## src/rtl/nnspc_cfg_loader.sv

```systemverilog
// Serial configuration loader: shifts MSB-first frames and commits each atomically to one of N_CH channels.
// Define NNSPC_PARITY_EN to append and check a trailing even-parity bit on every frame.
module nnspc_cfg_loader #(
  parameter int unsigned N_CH   = 4,
  parameter int unsigned NSEL_W = 5,
  parameter int unsigned DAC_W  = 4
) (
  input  logic                   Clk,
  input  logic                   Reset,
  input  logic                   Cfg_in,
  input  logic                   Cfg_en,
  input  logic                   Cfg_start,
  output logic [N_CH*NSEL_W-1:0] NSEL,
  output logic [N_CH*DAC_W-1:0]  DAC,
  output logic [N_CH-1:0]        RE,
  output logic                   Cfg_busy,
  output logic                   Cfg_done,
  output logic                   Cfg_err
);

  localparam int unsigned ADDR_W   = (N_CH > 1) ? $clog2(N_CH) : 1;
`ifdef NNSPC_PARITY_EN
  localparam int unsigned PAR_W    = 1;
`else
  localparam int unsigned PAR_W    = 0;
`endif
  localparam int unsigned FRAME_W  = ADDR_W + NSEL_W + DAC_W + 1 + PAR_W;
  localparam int unsigned CNT_W    = $clog2(FRAME_W);
  localparam int unsigned RE_POS   = PAR_W;
  localparam int unsigned DAC_LSB  = PAR_W + 1;
  localparam int unsigned NSEL_LSB = DAC_LSB + DAC_W;
  localparam int unsigned ADDR_LSB = NSEL_LSB + NSEL_W;

  // The newest bit is never stored: the full frame is {shift_q, Cfg_in} on the last edge.
  logic [FRAME_W-2:0]      shift_q, shift_d;
  logic [CNT_W-1:0]        cnt_q, cnt_d;
  logic [FRAME_W-1:0]      cap_q, cap_d;
  logic                    cap_vld_q, cap_vld_d;
  logic [N_CH*NSEL_W-1:0]  nsel_q, nsel_d;
  logic [N_CH*DAC_W-1:0]   dac_q, dac_d;
  logic [N_CH-1:0]         re_q, re_d;
  logic                    busy_q, busy_d;
  logic                    done_q, done_d;
  logic                    err_q, err_d;

  logic [FRAME_W-1:0]      frame_c;
  logic [CNT_W-1:0]        idx_c;
  logic [ADDR_W-1:0]       addr_c;
  logic                    par_ok_c;
  logic                    commit_ok_c;

  // Shift stage: accept one bit per enabled cycle, hand complete frames to the capture register.
  always_comb begin
    shift_d   = shift_q;
    cnt_d     = cnt_q;
    cap_d     = cap_q;
    cap_vld_d = 1'b0;
    frame_c   = {shift_q, Cfg_in};
    idx_c     = Cfg_start ? '0 : cnt_q;
    if (Cfg_start) begin
      cnt_d = '0;
    end
    if (Cfg_en) begin
      shift_d = frame_c[FRAME_W-2:0];
      if (idx_c == CNT_W'(FRAME_W - 1)) begin
        cap_d     = frame_c;
        cap_vld_d = 1'b1;
        cnt_d     = '0;
      end else begin
        cnt_d = idx_c + CNT_W'(1);
      end
    end
    busy_d = (cnt_d != '0);
  end

  // Commit stage: validate the captured frame and update only the addressed channel.
  always_comb begin
    nsel_d = nsel_q;
    dac_d  = dac_q;
    re_d   = re_q;
    done_d = 1'b0;
    err_d  = 1'b0;
    addr_c = cap_q[ADDR_LSB +: ADDR_W];
`ifdef NNSPC_PARITY_EN
    par_ok_c = ~^cap_q;
`else
    par_ok_c = 1'b1;
`endif
    commit_ok_c = ({1'b0, addr_c} < (ADDR_W + 1)'(N_CH)) && par_ok_c;
    if (cap_vld_q) begin
      done_d = commit_ok_c;
      err_d  = !commit_ok_c;
      if (commit_ok_c) begin
        for (int unsigned c = 0; c < N_CH; c++) begin
          if (addr_c == ADDR_W'(c)) begin
            nsel_d[c*NSEL_W +: NSEL_W] = cap_q[NSEL_LSB +: NSEL_W];
            dac_d[c*DAC_W +: DAC_W]    = cap_q[DAC_LSB +: DAC_W];
            re_d[c]                    = cap_q[RE_POS];
          end
        end
      end
    end
  end

  always_ff @(posedge Clk) begin
    if (Reset) begin
      shift_q   <= '0;
      cnt_q     <= '0;
      cap_q     <= '0;
      cap_vld_q <= 1'b0;
      nsel_q    <= '0;
      dac_q     <= '0;
      re_q      <= '0;
      busy_q    <= 1'b0;
      done_q    <= 1'b0;
      err_q     <= 1'b0;
    end else begin
      shift_q   <= shift_d;
      cnt_q     <= cnt_d;
      cap_q     <= cap_d;
      cap_vld_q <= cap_vld_d;
      nsel_q    <= nsel_d;
      dac_q     <= dac_d;
      re_q      <= re_d;
      busy_q    <= busy_d;
      done_q    <= done_d;
      err_q     <= err_d;
    end
  end

  assign NSEL     = nsel_q;
  assign DAC      = dac_q;
  assign RE       = re_q;
  assign Cfg_busy = busy_q;
  assign Cfg_done = done_q;
  assign Cfg_err  = err_q;

endmodule
```

## config.mk

```make
export PLATFORM = sky130hd
export DESIGN_NAME = nnspc_cfg_loader
export DESIGN_NICKNAME = d
export VERILOG_FILES = /design/src/rtl/nnspc_cfg_loader.sv
export SDC_FILE = /design/constraint.sdc
export NUM_CORES = 1
export LEC_CHECK = 0
export ABC_AREA = 1
export BUFFER_PORTS_ARGS = -buffer_cell sky130_fd_sc_hd__clkbuf_2
export CORE_ASPECT_RATIO = 1.75
export CORE_UTILIZATION = 54
export CTS_CLUSTER_DIAMETER = 40
export DETAILED_ROUTE_END_ITERATION = 8
export HOLD_SLACK_MARGIN = 0.06
export PLACE_DENSITY_LB_ADDON = 0.1
export REMOVE_ABC_BUFFERS = 1
export SYNTH_ARGS = -nofsm -noshare
export SYNTH_HDL_FRONTEND = slang
export SYNTH_SLANG_ARGS = --single-unit
```

## constraint.sdc

```tcl
create_clock -name Clk -period 1.6 [get_ports Clk]
set_clock_uncertainty 0.1 [all_clocks]
set_input_delay 0.32 -clock Clk [delete_from_list [all_inputs] [get_ports Clk]]
set_output_delay 0.32 -clock Clk [all_outputs]
set_load 0.05 [all_outputs]
```

==> results of run 1 <==
layer usage:
layer	GRT usage	share of wire	wire length, um	vias to the layer above
li1	-	-	-	1185
met1	0.297	0.42	2420	1025
met2	0.418	0.52	2970	54
met3	0.0485	0.035	199	11
met4	0.115	0.028	163	0
met5	0	0	0	-
sequential cells by signal, summed over array words and instances (netlist names):
signal     count
DAC           16
Cfg_busy       1
NSEL          20
cap_vld_q      1
cnt_q          4
shift_q       11
RE             4
Cfg_done       1
cap_q         12
layout make-up:
class | count | area share
clock buffers | 13 | 0.0503
clock inverters | 3 | 0.0135
inverters | 22 | 0.0261
multi-input cells | 221 | 0.330
flip-flops and latches | 70 | 0.444
well taps | 52 | 0.0206
repair buffers | 63 | 0.116
where the power goes:
group	internal, W	leakage (nW)	switching [W]
logic	0.0000313	0.813	0.0000770
clock network	0.000804	0.0996	0.000612
registers	0.00176	0.567	0.0000121
total	0.00260	1.48	0.000701
per-stage QoR:
stage          instances  TNS, ns
2_1_floorplan        313        0
3_3_place_gp         424   -0.834
3_5_place_dp         424    -1.20
4_1_cts              444        0
5_1_grt              444   -0.177
6_report             444        0
worst max-delay path, cell delays in order (launching register included):
cell and delay, ns:
sky130_fd_sc_hd__dfxtp_1 0.32, sky130_fd_sc_hd__inv_1 0.05, sky130_fd_sc_hd__nor2_2 0.10, sky130_fd_sc_hd__ha_2 0.18
sky130_fd_sc_hd__inv_1 0.06, sky130_fd_sc_hd__nor2_4 0.11, sky130_fd_sc_hd__nand3_4 0.15, sky130_fd_sc_hd__buf_4 0.18
sky130_fd_sc_hd__nand3_1 0.06, sky130_fd_sc_hd__nand2_1 0.06
kinds of logic after synthesis:
kind of cell,Yosys count,synth area share
DFF,70,0.534
other,1,0.00143
buffers and inverters,41,0.0748
adders and majority gates,1,0.00476
and+or+nand+nor,155,0.260
AOI/OAI and AO/OA,64,0.126
repair_timing:
action,in CTS,in global routing
resized for setup,1,6
setup buffers,4,0
pin swaps,1,1
endpoints found under the setup margin,12,13
cells in the final DEF (no fill, tap or decap):
cell type / n
sky130_fd_sc_hd__a21oi_1: 35
sky130_fd_sc_hd__a211oi_1: 4
sky130_fd_sc_hd__conb_1: 1
sky130_fd_sc_hd__clkbuf_2: 46
sky130_fd_sc_hd__clkinvlp_4: 1
sky130_fd_sc_hd__o21ai_0: 24
sky130_fd_sc_hd__nand3_1: 33
sky130_fd_sc_hd__ha_2: 1
sky130_fd_sc_hd__nor2_1: 44
sky130_fd_sc_hd__buf_4: 15
sky130_fd_sc_hd__nor3_4: 1
sky130_fd_sc_hd__nand2_4: 1
sky130_fd_sc_hd__nand3_4: 1
sky130_fd_sc_hd__nor2_8: 1
sky130_fd_sc_hd__nand2_1: 69
sky130_fd_sc_hd__clkbuf_1: 2
sky130_fd_sc_hd__nor2_4: 1
sky130_fd_sc_hd__dfxtp_2: 1
sky130_fd_sc_hd__dfxtp_1: 69
sky130_fd_sc_hd__o21ai_1: 1
sky130_fd_sc_hd__nor2_2: 2
sky130_fd_sc_hd__inv_1: 19
sky130_fd_sc_hd__clkinv_2: 1
sky130_fd_sc_hd__nand3b_1: 1
sky130_fd_sc_hd__buf_6: 2
sky130_fd_sc_hd__clkbuf_8: 11
sky130_fd_sc_hd__nand2_2: 1
sky130_fd_sc_hd__bufinv_16: 1
sky130_fd_sc_hd__inv_2: 3
worst paths after layout:
path                            slack, ns                    end  cells past startpoint               startpoint
worst max register to register       0.12  cap_q[6]$_SDFFE_PP0P_                      9      cnt_q[0]$_SDFF_PP0_
worst min register to register       0.35  cap_q[9]$_SDFFE_PP0P_                      2  shift_q[8]$_SDFFE_PP0P_
worst max-delay path                 0.12  cap_q[6]$_SDFFE_PP0P_                      9      cnt_q[0]$_SDFF_PP0_
worst min-delay path                 0.12  cap_q[0]$_SDFFE_PP0P_                      3                   Cfg_in
==> Flow_metrics.wiki, run 1 <==
{| class="wikitable"
! Metric !! Value
|-
| Setup-failing EPs final || 0
|-
| Multi-input gate area || around 1000 um^2
|-
| Cell at the root of the clock tree || sky130_fd_sc_hd__clkbuf_8
|-
| Clock buffers created by TritonCTS || 9
|-
| Remaining Overflow, GRT || 0
|-
| CTS H-tree lvls || 3
|-
| Arrival time of data at the critical path endpoint || ~1.6 ns
|-
| Number of flops mapped to enable cells by yosys || 0
|-
| Initial DRT Pass Iterations || 4
|-
| Die ar. || roughly 5200 um^2
|-
| Number of violations of the max-capacitance limit || 0
|-
| Mean instance size in the synthesized netlist || ~8 um^2
|-
| Area post-placement || between 2000 and 3000 um^2
|-
| Synth Warn # || 0
|-
| Starting Density || 0.563
|-
| Maximum vdd drop || between 0.9 and 1 mV
|-
| Maximum root-to-sink buffer count || 2
|-
| Cell with the most instances after synthesis || sky130_fd_sc_hd__dfxtp_1
|-
| Worst min path class || input pin to flop
|-
| Fraction of registers with async set/reset || 0
|-
| Flip-flop cell with the highest count after synthesis || sky130_fd_sc_hd__dfxtp_1
|-
| Number of global-route vias before repair || slightly above 2,000
|-
| Sequential Area || 1400 um^2
|-
| Number of library cell types mapped by synthesis || 24
|-
| Clock transition at the registers of the reported paths || 0.07 ns
|-
| Critical path fanouts, max || 6
|-
| Number of DRC violations after detailed-routing iteration 0 || 85
|-
| Std cell rows || 33
|-
| Overall fraction of global-route tracks in use || 0.252
|-
| Unrepaired setup endpoints after global routing || yes
|-
| Floorplan core area || between 4000 and 5000 um^2
|-
| Syn Std Cell Area || about 2600 um^2
|-
| Die Span Y || 94.3 um
|-
| Hold Violations, Final || 0
|-
| Pin count of the biggest net entering global routing || 37
|-
| Final critical delay including setup and external delays || roughly 1.5 ns
|-
| Post-DR wirelength/cell || 13.0 um
|-
| Width of the die || 54.7 um
|-
| Synth top area cells || sky130_fd_sc_hd__dfxtp_1 53%, sky130_fd_sc_hd__nand2_1 9.9%, sky130_fd_sc_hd__a21oi_1 6.7%
|-
| Number of nets at the end of the flow || 393
|-
| Type of destination of the critical path || flop
|-
| Placement-stage worst setup slack || -0.119 ns
|-
| Min setup slack post-route || ~0.12 ns
|-
| Tightest Pin Transition || ~0.52 ns
|-
| Status || complete, no violations
|-
| Share of the yosys chip area belonging to registers || 0.534
|-
| Residual antenna-violating net count after detailed routing || 0
|-
| Share of the core filled with cells in the final layout || 0.677
|-
| Leakage power || ~1.5 nW
|-
| TritonCTS clock tree || built
|-
| Post-Layout Inst Area || around 3200 um^2
|-
| Routed vias || ~2,300
|-
| HPWL after DPL || 3990 um
|-
| Number of filler cells placed in the layout || 435
|-
| Top-area cell type share of the netlist area || 0.534
|-
| Pins over their slew limit || 0
|-
| Setup CP Type || flop to flop
|-
| Leading area contributor after synthesis || sky130_fd_sc_hd__dfxtp_1
|-
| Global-route wire length before repair || just over 9000 um
|-
| CTS sink cnt || 70
|-
| Synth top cells by count || 70 x sky130_fd_sc_hd__dfxtp_1, 69 x sky130_fd_sc_hd__nand2_1, 46 x sky130_fd_sc_hd__nor2_1
|-
| Post-synthesis sequential element count || 70
|-
| Worst Hold Slack || around 0.12 ns
|-
| Number of buffers added on ports || 46
|-
| Crit path required time || approximately 1.7 ns
|-
| Total of hold buffers inserted after clock tree synthesis || 0
|-
| Vias per cell || between 5 and 6
|-
| Share of the clock period used by the worst path || 0.927
|-
| Top-level port count || between 40 and 50
|-
| Highest Clock Rate || about 0.67 GHz
|-
| Syn-to-layout area delta || 20.2%
|-
| Number of antenna violations at the first check in global routing || 0
|-
| Antenna diode instance count || 0
|-
| Share of cells above drive strength 1 || 0.230
|-
| Worst skew pair latency || approximately 0.33 ns
|-
| DRC violation count after routing || 0
|-
| Power density over the cells || between 1000 and 1500 nW/um^2
|-
| Power after layout || 0.00330 W
|-
| Final RePlAce weighted congestion || 0.771
|-
| Post-synthesis cell count || 332
|-
| Total Routed Length || ~5800 um
|-
| Relative slew slack || 0.651
|-
| Sort of element at the start of the critical path || flop
|}
Power figures use the tool's default switching activity.
==> run 2, diff against run 1 <==
--- a/config.mk
+++ b/config.mk
@@ -8,6 +8,7 @@
 export ABC_AREA = 1
 export BUFFER_PORTS_ARGS = -buffer_cell sky130_fd_sc_hd__clkbuf_2
 export CORE_ASPECT_RATIO = 1.75
+export CORE_MARGIN = 10
 export CORE_UTILIZATION = 54
 export CTS_CLUSTER_DIAMETER = 40
 export DETAILED_ROUTE_END_ITERATION = 8
==> Flow_metrics.wiki, run 2 (same netlist as run 1, synthesis figures left out) <==
{| class="wikitable"
! Metric !! Value
|-
| Critical path cell sequence || inv_1 -> nor2_1 -> ha_1 -> inv_1 -> nor2_4 -> nand3_4 -> buf_4 -> nand2_1 -> a21oi_1
|-
| Power dissipated by switching net loads || 0.000691 W
|-
| Worst hold path endpoint || cap_q[0]$_SDFFE_PP0P_
|-
| Register-to-register setup slack || between 0.1 and 0.15 ns
|-
| Remaining Overflow, GRT || 0
|-
| Crit path required time || about 1.7 ns
|-
| Hold Violations, Final || 0
|-
| Post-DR wirelength/cell || ~14 um
|-
| Final critical delay including setup and external delays || about 1.5 ns
|-
| Worst min path class || input pin to flop
|-
| TritonCTS clock tree || built
|-
| Slowest CP cell || sky130_fd_sc_hd__dfxtp_1
|-
| Most frequent cells in the layout || 70 x sky130_fd_sc_hd__dfxtp_1, 69 x sky130_fd_sc_hd__nand2_1, 46 x sky130_fd_sc_hd__clkbuf_2
|-
| Share of cells above drive strength 1 || 0.221
|-
| Pin count of the biggest net entering global routing || 37
|-
| Vias per cell || 5.11
|-
| Arrival time of data at the critical path endpoint || around 1.6 ns
|-
| Width of the die || about 73 um
|-
| Final RePlAce weighted congestion || approximately 0.77
|-
| Critical path fanouts, max || 7
|-
| Number of antenna violations at the first check in global routing || 0
|-
| Highest Clock Rate || just under 0.7 GHz
|-
| Part of the total power dissipated in the clock network || 0.386
|-
| Number of global-route vias before repair || 2,189
|-
| Power density over the cells || ~990 nW/um^2
|-
| Status || complete, no violations
|-
| Crit path top cell by count || sky130_fd_sc_hd__inv_1
|-
| Share of the clock period used by the worst path || 0.928
|-
| Routed vias || 2,258
|-
| Cell count of the worst hold path || 3
|-
| Maximum root-to-sink buffer count || 2
|-
| Power after layout || about 0.0031 W
|-
| Sort of element at the start of the critical path || flop
|-
| Number of nets at the end of the flow || approximately 390
|-
| Clock buffers created by TritonCTS || 9
|-
| Area post-placement || ~2900 um^2
|-
| Number of buffers added on ports || 46
|-
| Setup CP Type || flop to flop
|-
| Syn-to-layout area delta || 18.2%
|-
| Worst reg2reg path endpoint || cap_q[11]$_SDFFE_PP0P_
|-
| Top-level port count || between 40 and 50
|-
| Unrepaired setup endpoints after global routing || yes
|-
| Initial DRT Pass Iterations || 5
|-
| CTS sink cnt || 70
|-
| Floorplan core area || 4710 um^2
|-
| Tightest Pin Transition || roughly 0.52 ns
|-
| Highest cell delay on the worst timing path || roughly 0.33 ns
|-
| Die ar. || 8160 um^2
|-
| Number of violations of the max-capacitance limit || 0
|-
| Commonest non-fill, non-tap cell in the layout || sky130_fd_sc_hd__dfxtp_1
|-
| CTS H-tree lvls || 3
|-
| Post-Layout Inst Area || between 3000 and 4000 um^2
|-
| Pins over their slew limit || 0
|-
| Std cell rows || 33
|-
| Starting Density || 0.558
|-
| Leakage power || roughly 1.5 nW
|-
| P_int || ~0.0024 W
|-
| Launching point of the worst reg2reg path || cnt_q[1]$_SDFF_PP0_
|-
| Residual antenna-violating net count after detailed routing || 0
|-
| HPWL after DPL || approximately 4400 um
|-
| Worst skew pair latency || 0.34 ns
|-
| Switching Fraction || 0.225
|-
| Relative slew slack || 0.651
|-
| DRC violation count after routing || 0
|-
| Setup-failing EPs final || 0
|-
| Worst Reg2Reg Path Length in Cells || 9
|-
| Die Span Y || 112 um
|-
| Number of filler cells placed in the layout || about 430
|-
| Maximum vdd drop || 0.882 mV
|-
| Total Routed Length || just over 6000 um
|-
| Overall fraction of global-route tracks in use || 0.154
|-
| Launch point of the worst hold path || Cfg_in
|-
| Global-route wire length before repair || between 10,000 and 15,000 um
|-
| Cell at the root of the clock tree || sky130_fd_sc_hd__clkbuf_8
|-
| Power share of the sequential group || 0.578
|-
| Type of destination of the critical path || flop
|-
| Number of DRC violations after detailed-routing iteration 0 || 174
|-
| Flip-flop count of the largest register, all copies and words added || 20
|-
| Antenna diode instance count || 0
|-
| Worst Hold Slack || 0.0984 ns
|-
| Clock transition at the registers of the reported paths || around 0.060 ns
|-
| Relative contribution of combinational cells to total power || 0.036
|}
-- run 2: cell types whose count changed in the layout (fill, tap and decap cells not counted), sizes merged --
cell	before	now
clkinvlp	1	0
clkinv	1	2
clkbuf	59	58
bufinv	1	0
-- run 2: power groups by stage --
stage,sequential [W],clock (W),combinational (W)
final,0.00177,0.00118,0.000111
after floorplan,0.00182,0,0.0000486
after global placement,0.00181,0,0.000110
after detailed placement,0.00181,0,0.000111
after CTS,0.00177,0.00121,0.000112
after global routing,0.00178,0.00128,0.000123
-- run 2: worst max path at each step --
stage | cells past startpoint | endpoint | slack (ns) | start
final | 9 | cap_q[11]$_SDFFE_PP0P_ | 0.11 | cnt_q[1]$_SDFF_PP0_
after global routing | 9 | cap_q[8]$_SDFFE_PP0P_ | -0.01 | cnt_q[0]$_SDFF_PP0_
after CTS | 9 | cap_q[8]$_SDFFE_PP0P_ | 0.06 | cnt_q[0]$_SDFF_PP0_
after detailed placement | 9 | cap_q[11]$_SDFFE_PP0P_ | -0.15 | Cfg_start
after global placement | 9 | cap_q[1]$_SDFFE_PP0P_ | -0.07 | Cfg_start
after floorplan | 9 | cap_q[11]$_SDFFE_PP0P_ | 0.1 | cnt_q[0]$_SDFF_PP0_
-- run 2: metal layers --
| metal | global-route usage | part of all wire | vias up |
|---|---|---|---|
| li1 | - | - | 1178 |
| met1 | 0.165 | 0.40 | 1021 |
| met2 | 0.260 | 0.52 | 48 |
| met3 | 0.0538 | 0.060 | 11 |
| met4 | 0.0738 | 0.023 | 0 |
| met5 | 0 | 0 | - |
-- run 2: worst max-delay path: cells and delay by family, from the launching register on --
kind	cells	cell delay (ns)
buffers and inverters	3	0.31
adder cells (fa/ha/maj)	1	0.17
flip-flops	1	0.33
AO/OA/AOI/OAI	1	0.07
AND/OR/NAND/NOR	4	0.40
-- run 2: cell type report --
cell class	count	area (um^2)	share of cell area
multi-input cells	221	1040	0.335
inverters	22	82.6	0.0266
clock buffers	12	145	0.0468
flip-flops and latches	70	1400	0.451
clock inverters	2	10.0	0.00322
repair buffers	63	362	0.116
well taps	52	65.1	0.0210
-- run 2: per-stage QoR --
| stage | TNS (ns) | instances | util | setup WS, ns |
|---|---|---|---|---|
| floorplan | 0 | 313 | - | 0.0953 |
| global placement | -0.797 | 424 | 0.617 | -0.0729 |
| detailed placement | -1.46 | 424 | 0.617 | -0.150 |
| CTS | 0 | 442 | 0.657 | 0.0589 |
| global route | -0.0334 | 442 | 0.659 | -0.0131 |
| finish | 0 | 442 | 0.659 | 0.115 |
-- run 2: repair_timing --
action / CTS / global route
buffers inserted: 4 / 0
setup endpoints to repair: 12 / 12
cloned: 0 / 0
hold buffers: 0 / 0
resized for setup: 1 / 3
pin swaps: 1 / 1
